`src/rtl/prescaler_multi_pkg.sv`:
```
// Shared definitions for the multi-channel prescaler.
//   state_e        per-channel FSM encoding (IDLE=0, RUN=1, DONE=2)
//   MODE_*         values of a channel's mode bit
//   CLK_PERIOD_NS  board clock period, for converting ns to cycles
//   DBG_W          width of the cnt_dbg observation port
package prescaler_multi_pkg;

  typedef enum logic [1:0] {
    ST_IDLE = 2'd0,
    ST_RUN  = 2'd1,
    ST_DONE = 2'd2
  } state_e;

  localparam logic MODE_PERIODIC = 1'b0;
  localparam logic MODE_ONESHOT  = 1'b1;

  localparam int CLK_PERIOD_NS = 40;
  localparam int DBG_W         = 16;

endpackage

```
`src/rtl/prescaler_multi_if.sv`:
```
// Signal bundle between the prescaler and its user.
// There is no valid/ready handshake here: every input is a level that is
// sampled on each rising clk edge, and every output is a registered level
// (tick is a one-cycle pulse) that may be sampled at any time between edges.
//   master: drives en, mode, period, sync_clr; observes tick, done, cnt_dbg, st_dbg
//   slave : the prescaler side (directions reversed)
interface prescaler_multi_if #(
  parameter int N_CH  = 4,
  parameter int CNT_W = 16
);
  import prescaler_multi_pkg::*;

  logic [N_CH-1:0]       en;
  logic [N_CH-1:0]       mode;
  logic [N_CH*CNT_W-1:0] period;
  logic                  sync_clr;
  logic [N_CH-1:0]       tick;
  logic [N_CH-1:0]       done;
  logic [DBG_W-1:0]      cnt_dbg;
  state_e                st_dbg;   // FSM state of the debug channel

  modport master (
    output en, mode, period, sync_clr,
    input  tick, done, cnt_dbg, st_dbg
  );

  modport slave (
    input  en, mode, period, sync_clr,
    output tick, done, cnt_dbg, st_dbg
  );

endinterface

```
`src/rtl/prescaler_ch.sv`:
```
// One prescaler channel: counter, latched period, IDLE/RUN/DONE FSM and
// registered tick/done outputs.
//   clk, rst_n  clock, asynchronous active-low reset
//   en          level enable; low returns the channel to IDLE
//   mode        0 = periodic, 1 = one-shot (only looked at on a wrap)
//   sync_clr    zeroes the counter of a running channel
//   period      interval in clock cycles (0 behaves as 1)
//   tick        one-cycle pulse after the terminal count
//   done        one-shot finished, held until en drops
//   cnt         current counter value
//   state_o     current FSM state
module prescaler_ch
  import prescaler_multi_pkg::*;
#(
  parameter int CNT_W = 16
) (
  input  logic             clk,
  input  logic             rst_n,
  input  logic             en,
  input  logic             mode,
  input  logic             sync_clr,
  input  logic [CNT_W-1:0] period,
  output logic             tick,
  output logic             done,
  output logic [CNT_W-1:0] cnt,
  output state_e           state_o
);

  localparam logic [CNT_W-1:0] ONE = CNT_W'(1);

  state_e           state_q, state_d;
  logic [CNT_W-1:0] cnt_q, cnt_d;
  logic [CNT_W-1:0] plat_q, plat_d;
  logic             tick_q, tick_d;
  logic             done_q, done_d;

  logic [CNT_W-1:0] plat_eff;
  logic [CNT_W-1:0] cnt_inc;
  logic             wrap;

  // A latched period of 0 counts as 1. The counter never exceeds
  // plat_eff-1 while running, so cnt_q+1 cannot overflow CNT_W bits.
  assign plat_eff = (plat_q == '0) ? ONE : plat_q;
  assign cnt_inc  = cnt_q + ONE;

  always_comb begin
    state_d = state_q;
    cnt_d   = cnt_q;
    plat_d  = plat_q;
    tick_d  = 1'b0;
    done_d  = done_q;
    wrap    = 1'b0;

    if (!en) begin
      // Highest priority: also swallows a coinciding terminal count.
      state_d = ST_IDLE;
      cnt_d   = '0;
      done_d  = 1'b0;
    end else begin
      case (state_q)
        ST_IDLE: begin
          // The enabling edge is the first counted edge.
          plat_d  = period;
          cnt_d   = ONE;
          state_d = ST_RUN;
          if (period <= ONE) wrap = 1'b1;
        end
        ST_RUN: begin
          if (sync_clr) begin
            cnt_d = '0;
          end else begin
            cnt_d = cnt_inc;
            if (cnt_inc >= plat_eff) wrap = 1'b1;
          end
        end
        ST_DONE: begin
          cnt_d  = '0;
          done_d = 1'b1;
        end
        default: begin
          state_d = ST_IDLE;
          cnt_d   = '0;
          done_d  = 1'b0;
        end
      endcase

      // Terminal count: pulse, restart the interval with a freshly
      // sampled period, and let mode decide whether to keep running.
      if (wrap) begin
        tick_d = 1'b1;
        cnt_d  = '0;
        plat_d = period;
        if (mode == MODE_ONESHOT) begin
          state_d = ST_DONE;
          done_d  = 1'b1;
        end else begin
          state_d = ST_RUN;
        end
      end
    end
  end

  always_ff @(posedge clk or negedge rst_n) begin
    if (!rst_n) begin
      state_q <= ST_IDLE;
      cnt_q   <= '0;
      plat_q  <= '0;
      tick_q  <= 1'b0;
      done_q  <= 1'b0;
    end else begin
      state_q <= state_d;
      cnt_q   <= cnt_d;
      plat_q  <= plat_d;
      tick_q  <= tick_d;
      done_q  <= done_d;
    end
  end

  assign tick    = tick_q;
  assign done    = done_q;
  assign cnt     = cnt_q;
  assign state_o = state_q;

endmodule

```
`src/rtl/prescaler_multi.sv`:
```
// Multi-channel runtime-programmable tick prescaler.
//   clk, rst_n  clock, asynchronous active-low reset
//   bus         prescaler_multi_if slave modport:
//                 en/mode       per-channel enable and mode
//                 period        packed periods, channel i at [i*CNT_W +: CNT_W]
//                 sync_clr      realigns every running channel
//                 tick/done     per-channel registered outputs
//                 cnt_dbg       counter of channel DBG_CH (zero-extended or truncated)
//                 st_dbg        FSM state of channel DBG_CH
module prescaler_multi
  import prescaler_multi_pkg::*;
#(
  parameter int N_CH   = 4,
  parameter int CNT_W  = 16,
  parameter int DBG_CH = 0
) (
  input logic              clk,
  input logic              rst_n,
  prescaler_multi_if.slave bus
);

  logic [CNT_W-1:0] cnt_all [N_CH];
  state_e           st_all  [N_CH];
  logic [N_CH-1:0]  tick_all;
  logic [N_CH-1:0]  done_all;

  for (genvar gi = 0; gi < N_CH; gi++) begin : g_ch
    prescaler_ch #(
      .CNT_W (CNT_W)
    ) u_ch (
      .clk      (clk),
      .rst_n    (rst_n),
      .en       (bus.en[gi]),
      .mode     (bus.mode[gi]),
      .sync_clr (bus.sync_clr),
      .period   (bus.period[gi*CNT_W +: CNT_W]),
      .tick     (tick_all[gi]),
      .done     (done_all[gi]),
      .cnt      (cnt_all[gi]),
      .state_o  (st_all[gi])
    );
  end

  assign bus.tick   = tick_all;
  assign bus.done   = done_all;
  assign bus.st_dbg = st_all[DBG_CH];

  // Selecting a fixed channel is pure wiring, so cnt_dbg stays registered.
  if (CNT_W >= DBG_W) begin : g_dbg_trunc
    assign bus.cnt_dbg = cnt_all[DBG_CH][DBG_W-1:0];
  end else begin : g_dbg_ext
    assign bus.cnt_dbg = {{(DBG_W-CNT_W){1'b0}}, cnt_all[DBG_CH]};
  end

endmodule

```
`src/flat_wrapper.sv`:
```
// flat-port wrapper written by rule: the top's interface ports become plain ports
module prescaler_multi_flat import prescaler_multi_pkg::*;
#(
  parameter int N_CH   = 4,
  parameter int CNT_W  = 16,
  parameter int DBG_CH = 0
)
  (clk, rst_n, bus_en, bus_mode, bus_period, bus_sync_clr, bus_tick, bus_done, bus_cnt_dbg, bus_st_dbg);
  prescaler_multi_if #(.N_CH(N_CH), .CNT_W(CNT_W)) bus_i ();
  input logic clk;
  input logic rst_n;
  input wire logic [$bits(bus_i.en)-1:0] bus_en;
  input wire logic [$bits(bus_i.mode)-1:0] bus_mode;
  input wire logic [$bits(bus_i.period)-1:0] bus_period;
  input wire logic [$bits(bus_i.sync_clr)-1:0] bus_sync_clr;
  output wire logic [$bits(bus_i.tick)-1:0] bus_tick;
  output wire logic [$bits(bus_i.done)-1:0] bus_done;
  output wire logic [$bits(bus_i.cnt_dbg)-1:0] bus_cnt_dbg;
  output wire logic [$bits(bus_i.st_dbg)-1:0] bus_st_dbg;
  assign bus_i.en = bus_en;
  assign bus_i.mode = bus_mode;
  assign bus_i.period = bus_period;
  assign bus_i.sync_clr = bus_sync_clr;
  assign bus_tick = bus_i.tick;
  assign bus_done = bus_i.done;
  assign bus_cnt_dbg = bus_i.cnt_dbg;
  assign bus_st_dbg = bus_i.st_dbg;
  prescaler_multi #(.N_CH(N_CH), .CNT_W(CNT_W), .DBG_CH(DBG_CH)) u_core (.clk(clk), .rst_n(rst_n), .bus(bus_i));
endmodule
```
`config.mk`:
```
export PLATFORM = sky130hd
export DESIGN_NAME = prescaler_multi_flat
export DESIGN_NICKNAME = d
export VERILOG_FILES = /design/src/rtl/prescaler_multi_pkg.sv /design/src/rtl/prescaler_multi_if.sv /design/src/rtl/prescaler_ch.sv /design/src/rtl/prescaler_multi.sv /design/src/flat_wrapper.sv
export SDC_FILE = /design/constraint.sdc
export NUM_CORES = 1
export LEC_CHECK = 0
export CAP_MARGIN = 20
export CORE_AREA = 2 2 152 154
export CTS_BUF_LIST = sky130_fd_sc_hd__clkbuf_4 sky130_fd_sc_hd__clkbuf_8
export CTS_CLUSTER_DIAMETER = 200
export CTS_CLUSTER_SIZE = 28
export DETAILED_ROUTE_END_ITERATION = 12
export DIE_AREA = 0 0 154 156
export SKIP_LAST_GASP = 1
export SLEW_MARGIN = 40
export SYNTH_ARGS = -nofsm -noshare
export SYNTH_HDL_FRONTEND = slang
export SYNTH_SLANG_ARGS = --single-unit
```
`constraint.sdc`:
```
create_clock -name clk -period 10.1 [get_ports clk]
set_clock_uncertainty 0.05 [all_clocks]
set_input_delay 2.02 -clock clk [delete_from_list [all_inputs] [get_ports clk]]
set_output_delay 2.02 -clock clk [all_outputs]
set_load 0.05 [all_outputs]
```
Word-level counts from Yosys, hierarchy flattened
Cells that the tools add are included.
{ "totals": {"ff_bits": 144, "latchBits": 0, "ramBits": 0, "mem_bits_ro": 0, "inputBits": 75, "output_inout_bits": 26, "wordCells": 156, "n_memories": 0} }
{ "op_classes": {"addsub": 4, "mul": 0, "div": 0, "order_cmp": 8, "n_eq_ne": 12, "n_shift": 0, "n_mux": 88, "bitwise_logic": 0, "reduce_logical": 24} }
{ "ops": {"columns": ["op", "n"], "rows": [
  ["$mux W16", 24],
  ["$pmux W16 S2", 4],
  ["$add A16 B1 Y16 const B", 4],
  ["$ge A16 B16 Y1", 4],
  ["$le A16 B1 Y1 const B", 4],
  ["$logic_not A16 Y1", 4],
  ["$mux W1", 36],
  ["$mux W2", 12],
  ["$pmux W1 S2", 8],
  ["$pmux W2 S2", 4],
  ["$reduce_or A2 Y1", 8],
  ["$ne A3 B2 Y1 const B", 4],
  ["$eq A2 B1 Y1 const B", 4],
  ["$eq A2 B2 Y1 const B", 4],
  ["$logic_not A2 Y1", 4],
  ["$reduce_and A2 Y1", 4],
  ["$reduce_bool A2 Y1", 4]
]} }

Longest topological paths before layout
Gate-level depths: netlist of run 1.
{ "depth": {"ltp_word": 9, "ltp_mapped": 12, "depth_no_buf": 11} }

Cells and area by module
A second synthesis of run 1 with hierarchy kept.
{ "unflattened": {"cells_unflattened": 805, "hier_area_um2": 8489.4} }
{ "modules_own_cells": {"columns": ["mod", "instances", "cells_per_inst", "area_each_um2", "seq_area_each_um2"], "rows": [
  ["prescaler_ch at u_core.g_ch[0].u_ch ...", 3, 201, 2107.0, 900.9],
  ["prescaler_ch at u_core.g_ch[3].u_ch", 1, 202, 2168.3, 900.9]
]} }

Least setup slack after synthesis of run 1
Ideal clock, no wire load.
{ "synth_timing": {"path_kind": "in2reg", "from": "input bus_period[46]", "to": "register u_core.g_ch[2].u_ch.cnt_q[6]", "setup_time_ps": 120, "arrival_ps": 3357, "t_required_ps": 9930, "setup_slack_ps": 6574, "path_stages": 6, "path_buffers": 1, "path_cell_list": "nor4b_1 nand4_1 and3_2 o211ai_1 clkbuf_1 and2b_2"} }
{ "synth_between": {"elab_chain_cells": 6} }
{ "synth_rtl": {"columns": ["element", "line_no", "text"], "rows": [
  ["start, declared", "flat_wrapper.sv:14", "input wire logic [$bits(bus_i.period)-1:0] bus_period;"],
  ["$le A16 B1 Y1", "prescaler_ch.sv:66", "if (period <= ONE) wrap = 1'b1;"],
  ["$mux W1", "prescaler_ch.sv:66", null],
  ["$pmux W1 S2", "prescaler_ch.sv:60", "case (state_q)"],
  ["$mux W1", "prescaler_ch.sv:54", "if (!en) begin"],
  ["$mux W16", "prescaler_ch.sv:89", "if (wrap) begin"],
  ["$mux W16", "prescaler_ch.sv:54", null],
  ["named net u_core.g_ch[2].u_ch.cnt_d[6]", "prescaler_ch.sv:32", "logic [CNT_W-1:0] cnt_q, cnt_d;"],
  ["end signal, assigned", "prescaler_ch.sv:112", "cnt_q <= cnt_d;"],
  ["end, declared", "prescaler_ch.sv:32", null]
]} }
The timed path passes the listed nets, and every way through them passes these cells. The select of a mux whose other input is x is not followed.
A chain may end at the register's enable or synchronous reset.

Final worst setup path of run 1
{ "layout_timing": {"from": "register u_core.g_ch[0].u_ch.cnt_q[0]", "to": "output bus_cnt_dbg[0]"} }
{ "layout_lines": {"columns": ["element", "line_no", "text"], "rows": [
  ["start, declared", "prescaler_ch.sv:32", null],
  ["start signal, assigned", "prescaler_ch.sv:112", null],
  ["end, declared", "flat_wrapper.sv:18", "output wire logic [$bits(bus_i.cnt_dbg)-1:0] bus_cnt_dbg;"]
]} }
No word-level cell between the ends.

==> results of run 1 <==
[metrics by stage]
| stage | util | total power, W | cell area, sq um | cells | worst slack [ps] |
|---|---|---|---|---|---|
| global placement | 0.443 | 0.000982 | 9900 | 1177 | 5690 |
| global route | 0.462 | 0.00156 | 10300 | 1210 | 5990 |
| CTS | 0.462 | 0.00149 | 10300 | 1210 | 6180 |
| floorplan | - | 0.000888 | 8780 | 825 | 6570 |
| detailed placement | 0.443 | 0.000992 | 9920 | 1178 | 5740 |
| finish | 0.462 | 0.00147 | 10300 | 1210 | 6220 |
[final cells by class]
type / instances / area share
Timing Repair Buffer: 104 / 0.100
Inverter: 77 / 0.0280
Clock inverter: 12 / 0.0154
Tap cell: 285 / 0.0345
Sequential cell: 144 / 0.349
Clock buffer: 20 / 0.0254
Multi-Input combinational cell: 568 / 0.448
[per-layer routing]
| layer | up-vias | share of wire | GRT usage |
|---|---|---|---|
| met3 | 14 | 0.027 | 0.0306 |
| met2 | 78 | 0.46 | 0.253 |
| li1 | 3060 | - | - |
| met5 | - | 0.00051 | 0 |
| met1 | 2924 | 0.50 | 0.213 |
| met4 | 2 | 0.0095 | 0.0432 |
[cell families after synthesis]
family                     count (synthesis)  share of synthesized area
buffers and inverters                    113                     0.0632
adders and majority gates                 76                      0.108
DFF                                      144                      0.410
and+or+nand+nor                          280                      0.177
xor gates and xnor gates                  56                     0.0558
AOI/OAI and AO/OA                         80                     0.0763
muxes                                     76                      0.109
[registers in the layout (all words and copies together), names as in the netlist]
| name | flops |
|---|---|
| u_core.g_ch.u_ch.cnt | 64 |
| u_core.g_ch.u_ch.plat_q | 64 |
| u_core.g_ch.u_ch.state_o | 8 |
| u_core.g_ch.u_ch.done | 4 |
| u_core.g_ch.u_ch.tick | 4 |
[synthesized netlist by cell type (21+ instances only)]
cell type,instances
xor2_1,27
xnor2_1,29
nor4_1,27
inv_1,77
mux2_2,38
nand2_1,49
mux2_4,30
dfrtp_1,144
nand3_1,33
ha_1,76
a21oi_1,22
buf_4,25
nor2_1,32
nor2b_1,54
nand4_1,21
[power breakdown]
group          internal, W  leakage (nW)  total [W]  switching [W]
logic             0.000154          2.77   0.000282       0.000129
clock network     0.000258         0.211   0.000493       0.000235
registers         0.000636          1.85   0.000693      0.0000565
[final timing paths]
kind	startpoint	end	slack, ps
max	u_core.g_ch[0].u_ch.cnt[0]$_DFF_PN0_	bus_cnt_dbg[0]	6220
min	u_core.g_ch[2].u_ch.plat_q[0]$_DFFE_PN0P_	u_core.g_ch[2].u_ch.plat_q[0]$_DFFE_PN0P_	480
max reg2reg	u_core.g_ch[0].u_ch.cnt[0]$_DFF_PN0_	u_core.g_ch[0].u_ch.plat_q[15]$_DFFE_PN0P_	6370
min reg2reg	u_core.g_ch[2].u_ch.plat_q[0]$_DFFE_PN0P_	u_core.g_ch[2].u_ch.plat_q[0]$_DFFE_PN0P_	480
max in group asynchronous	rst_n	u_core.g_ch[1].u_ch.cnt[8]$_DFF_PN0_	7370
min in group asynchronous	rst_n	u_core.g_ch[3].u_ch.cnt[8]$_DFF_PN0_	1530
==> impl_metrics.tcl, run 1 <==
set metrics [dict create \
    cts_tree "yes" \
    async_flop_share 1.00 \
    avgViaCountPerCell 5.02 \
    drv_slew 0 \
    cts_buffers 17 \
    diodes 0 \
    fmax_ghz 0.257 \
    die_h_um 156 \
    cp-end-kind "output pin" \
    synth_area_leader_cell "dfrtp_1" \
    first_pass_iters 4 \
    synth-seq-cells 144 \
    max-slew-margin-rel 0.522 \
    start_kind "flop" \
    cts.clk_slew.worst_paths_ps 90 \
    rows 55 \
    synthDistinctLibCells 46 \
    crit_path_top_delay_cell "clkdlybuf4s50_1" \
    yosysWarnings 0 \
    grt_usage 0.156 \
    crit_fanout 6 \
    syn_inst 825 \
    min_path_cells 1 \
    drt_wl_total_um 17800 \
    yosys-top-cells-area "dfrtp_1 (41%), ha_1 (11%), mux2_4 (5.1%)" \
    cp_top_family "buffers and inverters" \
    hold-worst-slack_ps 479 \
    synth_edf_count 0 \
    finalSetupViolations 0 \
    post_cts_resized 0 \
    crit_required_ps 8030 \
    maxCapViolCount 0 \
    antenna_found_initial 1 \
    syn_to_final_growth_pct 17.7 \
    nets 1063 \
    power.density_cell_area_nw_per_um2 142 \
    post-cts-setup-buffers 0 \
    crit_path_cell_trace "clkdlybuf4s50_1" \
    synth_nets 976 \
    ctsHoldBuffers 0 \
    wl_per_cell_um 14.7 \
    path_buf_inv 1 \
    avgSynthCellArea_sq_um 10.6 \
    worstSetupPathType "flop to output pin" \
    synth_top_area_frac 0.410 \
    max_stage_delay_ps 860 \
    fin_crit_sh 0.385 \
    hpwlAfterDp_um 13600 \
    p_leak_nw 4.84 \
    grt_setup_unrepaired "false" \
    drcViolationCount 0 \
    synthFlopType "dfrtp_1" \
    port_buffers 100 \
    ff2ff_path_depth 11 \
    clockBufferDepth 2 \
    critPathArrivalTime_ps 1810 \
    clock-sinks 144 \
    timing.final.crit_period_ps 3880 \
    htreeDepth 4 \
    grt_pass1_vias 6009 \
    final_common_cell "dfrtp_1" \
    regArea_sq_um 3600 \
    core_sq_um 22400 \
    multi_input_area_sq_um 4630 \
    synth_seq_area_share 0.410 \
    tns_ps 0 \
    crit_cells 1 \
    worstMarginPinSlew_ps 715 \
    overflow 0 \
    grt_first_pass_wirelength_um 30000 \
    dieArea_sq_um 24000 \
    outcome "finished, final reports clean" \
    die_w_um 154 \
    drive_gt1_frac 0.134 \
    globalplace.congestion 0.760 \
    drt_iter0_markers 245 \
    clkLatencyLatePin_ps 450 \
    hp-class "flop to flop" \
    routed-via-count 6078 \
    grt_max_degree 75 \
    boundaryPins 101 \
    irDropWorstVdd_mv 0.0652 \
    synth_area_sq_um 8780 \
    ant_nets 0 \
    cts_root_buf "clkbuf_8" \
    initial_utilization 0.393 \
    hold_violations 0 \
    final_cell_mix "dfrtp_1 (144), clkdlybuf4s50_1 (99), inv_1 (77)" \
    nFillCells 2112 \
]
Note: power is estimated with default switching activity, not from simulation.
==> run 2, diff against run 1 <==
Clock period 10.1 ns to 4 ns, I/O delays scaled along.
==> run 2 against run 1 <==
Sequential share of layout area about the same; clock power increased by 150%; routed wire length increased by 1.3%; utilization about the same; critical endpoint is now u_core.g_ch[0].u_ch.plat_q[10]$_DFFE_PN0P_; non-clock buffer count increased by 3; final area about the same; worst hold slack got worse by 220 ps; sequential power increased to 2.5 times the previous value; global-route usage increased by 0.069 points; cell count increased by 0.17%; first-iteration DRC count decreased by 13%.
==> impl_metrics.tcl, run 2 (synthesis gave the netlist of run 1 again) <==
set metrics [dict create \
    drt_iter0_markers 212 \
    clock_power_share 0.328 \
    cp-endpoint "u_core.g_ch[0].u_ch.plat_q[10]$_DFFE_PN0P_" \
    maxCapViolCount 0 \
    post_cts_resized 0 \
    die_h_um 156 \
    syn_to_final_growth_pct 17.8 \
    dieArea_sq_um 24000 \
    reg2reg_slack_ps 270 \
    drv_slew 0 \
    die_w_um 154 \
    rr_startpoint "u_core.g_ch[0].u_ch.cnt[0]$_DFF_PN0_" \
    cp_top_family "compound AO/OA/AOI/OAI gates" \
    htreeDepth 4 \
    cts.clk_slew.worst_paths_ps 90 \
    crit_required_ps 4270 \
    ff2ff_path_depth 11 \
    p_leak_nw 4.83 \
    clock-sinks 144 \
    avgViaCountPerCell 5.00 \
    fin_area_sq_um 10300 \
    globalplace.congestion 0.765 \
    irDropWorstVdd_mv 0.186 \
    cp-end-kind "flop" \
    crit_path_cell_trace "ha_1 > nand3_1 > nor2_1 > and3_1 > xor2_1 > ha_1 > and2_4 > a221o_1 > a221oi_4 > o221ai_4 > mux2_4" \
    max-slew-margin-rel 0.513 \
    route.met3.wl_um 558 \
    finalSetupViolations 0 \
    power_switching_w 0.00106 \
    ant_nets 0 \
    hpwlAfterDp_um 14000 \
    crit_fanout 16 \
    boundaryPins 101 \
    power.density_cell_area_nw_per_um2 355 \
    seqPwrFrac 0.474 \
    grt_max_degree 62 \
    grt_pass1_vias 6157 \
    crit_cells 11 \
    fmax_ghz 0.268 \
    reg2reg_to "u_core.g_ch[0].u_ch.plat_q[10]$_DFFE_PN0P_" \
    drt_wl_total_um 18000 \
    overflow 0 \
    outcome "finished, final reports clean" \
    grt_usage 0.156 \
    combinationalPowerShare 0.197 \
    initial_utilization 0.393 \
    hold_violations 0 \
    p_int_w 0.00262 \
    fin_crit_sh 0.932 \
    cts_root_buf "clkbuf_8" \
    worstMarginPinSlew_ps 731 \
    diodes 0 \
    max_stage_delay_ps 510 \
    nets 1066 \
    path_buf_inv 0 \
    wl_met1_um 8900 \
    first_pass_iters 4 \
    grt_setup_unrepaired "false" \
    highest_layer "met5" \
    wl_per_cell_um 14.9 \
    final_cell_mix "dfrtp_1 (144), clkdlybuf4s50_1 (99), inv_1 (77)" \
    place_area_sq_um 9940 \
    worstSetupPathType "flop to flop" \
    wl_met2_um 8410 \
    rows 55 \
    p_sw_frac 0.287 \
    routed-via-count 6054 \
    tns_ps 0 \
    drive_gt1_frac 0.136 \
    timing.final.crit_period_ps 3730 \
    post-cts-setup-buffers 0 \
    port_buffers 100 \
    antenna_found_initial 1 \
    core_sq_um 22400 \
    grt_first_pass_wirelength_um 30300 \
    cp_common_cell "ha_1" \
    final_common_cell "dfrtp_1" \
    start_kind "flop" \
    cts_buffers 17 \
    ctsHoldBuffers 0 \
    clkLatencyLatePin_ps 440 \
    hold-worst-slack_ps 263 \
    cts_tree "yes" \
    crit_path_top_delay_cell "dfrtp_1" \
    hp-class "primary input to asynchronous set/reset pin" \
    drcViolationCount 0 \
    clockBufferDepth 2 \
    startpoint "u_core.g_ch[0].u_ch.cnt[0]$_DFF_PN0_" \
    critPathArrivalTime_ps 4000 \
]
## run 2: power groups by stage
stage	Clock [W]	Combinational, W	Sequential (W)
after global placement	0	0.000725	0.00177
after CTS	0.00126	0.000741	0.00174
after global routing	0.00131	0.000821	0.00177
after floorplan	0	0.000515	0.00173
final	0.00121	0.000725	0.00174
after detailed placement	0	0.000736	0.00177
## run 2: layer usage
layer	GRT usage	up-vias
li1	-	3065
met1	0.210	2882
met2	0.258	92
met3	0.0297	13
met4	0.0454	2
met5	0	-
## run 2: worst min-delay path by stage
stage                                                 to  cells past startpoint  slack (ps)                                      start
6_report            u_core.g_ch[3].u_ch.cnt[9]$_DFF_PN0_                      1         260                                      rst_n
3_3_place_gp   u_core.g_ch[2].u_ch.plat_q[0]$_DFFE_PN0P_                      1         460  u_core.g_ch[2].u_ch.plat_q[0]$_DFFE_PN0P_
3_5_place_dp   u_core.g_ch[1].u_ch.plat_q[0]$_DFFE_PN0P_                      1         470  u_core.g_ch[1].u_ch.plat_q[0]$_DFFE_PN0P_
2_1_floorplan  u_core.g_ch[0].u_ch.plat_q[0]$_DFFE_PN0P_                      1         430  u_core.g_ch[0].u_ch.plat_q[0]$_DFFE_PN0P_
4_1_cts             u_core.g_ch[3].u_ch.cnt[9]$_DFF_PN0_                      1         260                                      rst_n
5_1_grt             u_core.g_ch[3].u_ch.cnt[9]$_DFF_PN0_                      1         270                                      rst_n
## run 2: per-stage QoR
stage          worst slack [ps]  utilization  std cells  power [W]
2_1_floorplan               798            -        825    0.00224
3_3_place_gp                321        0.445       1181    0.00249
3_5_place_dp                285        0.445       1181    0.00251
4_1_cts                     268        0.463       1212    0.00374
5_1_grt                    65.6        0.463       1212    0.00390
6_report                    272        0.463       1212    0.00368
## run 2: area by class of cell
type / instances / area [sq um]
timing repair buffer: 107 / 1070
clock inverter: 13 / 164
sequential: 144 / 3600
inverter: 77 / 289
fill: 2096 / 12000
tap: 285 / 357
clock buffer: 18 / 241
multi-input combinational: 568 / 4630
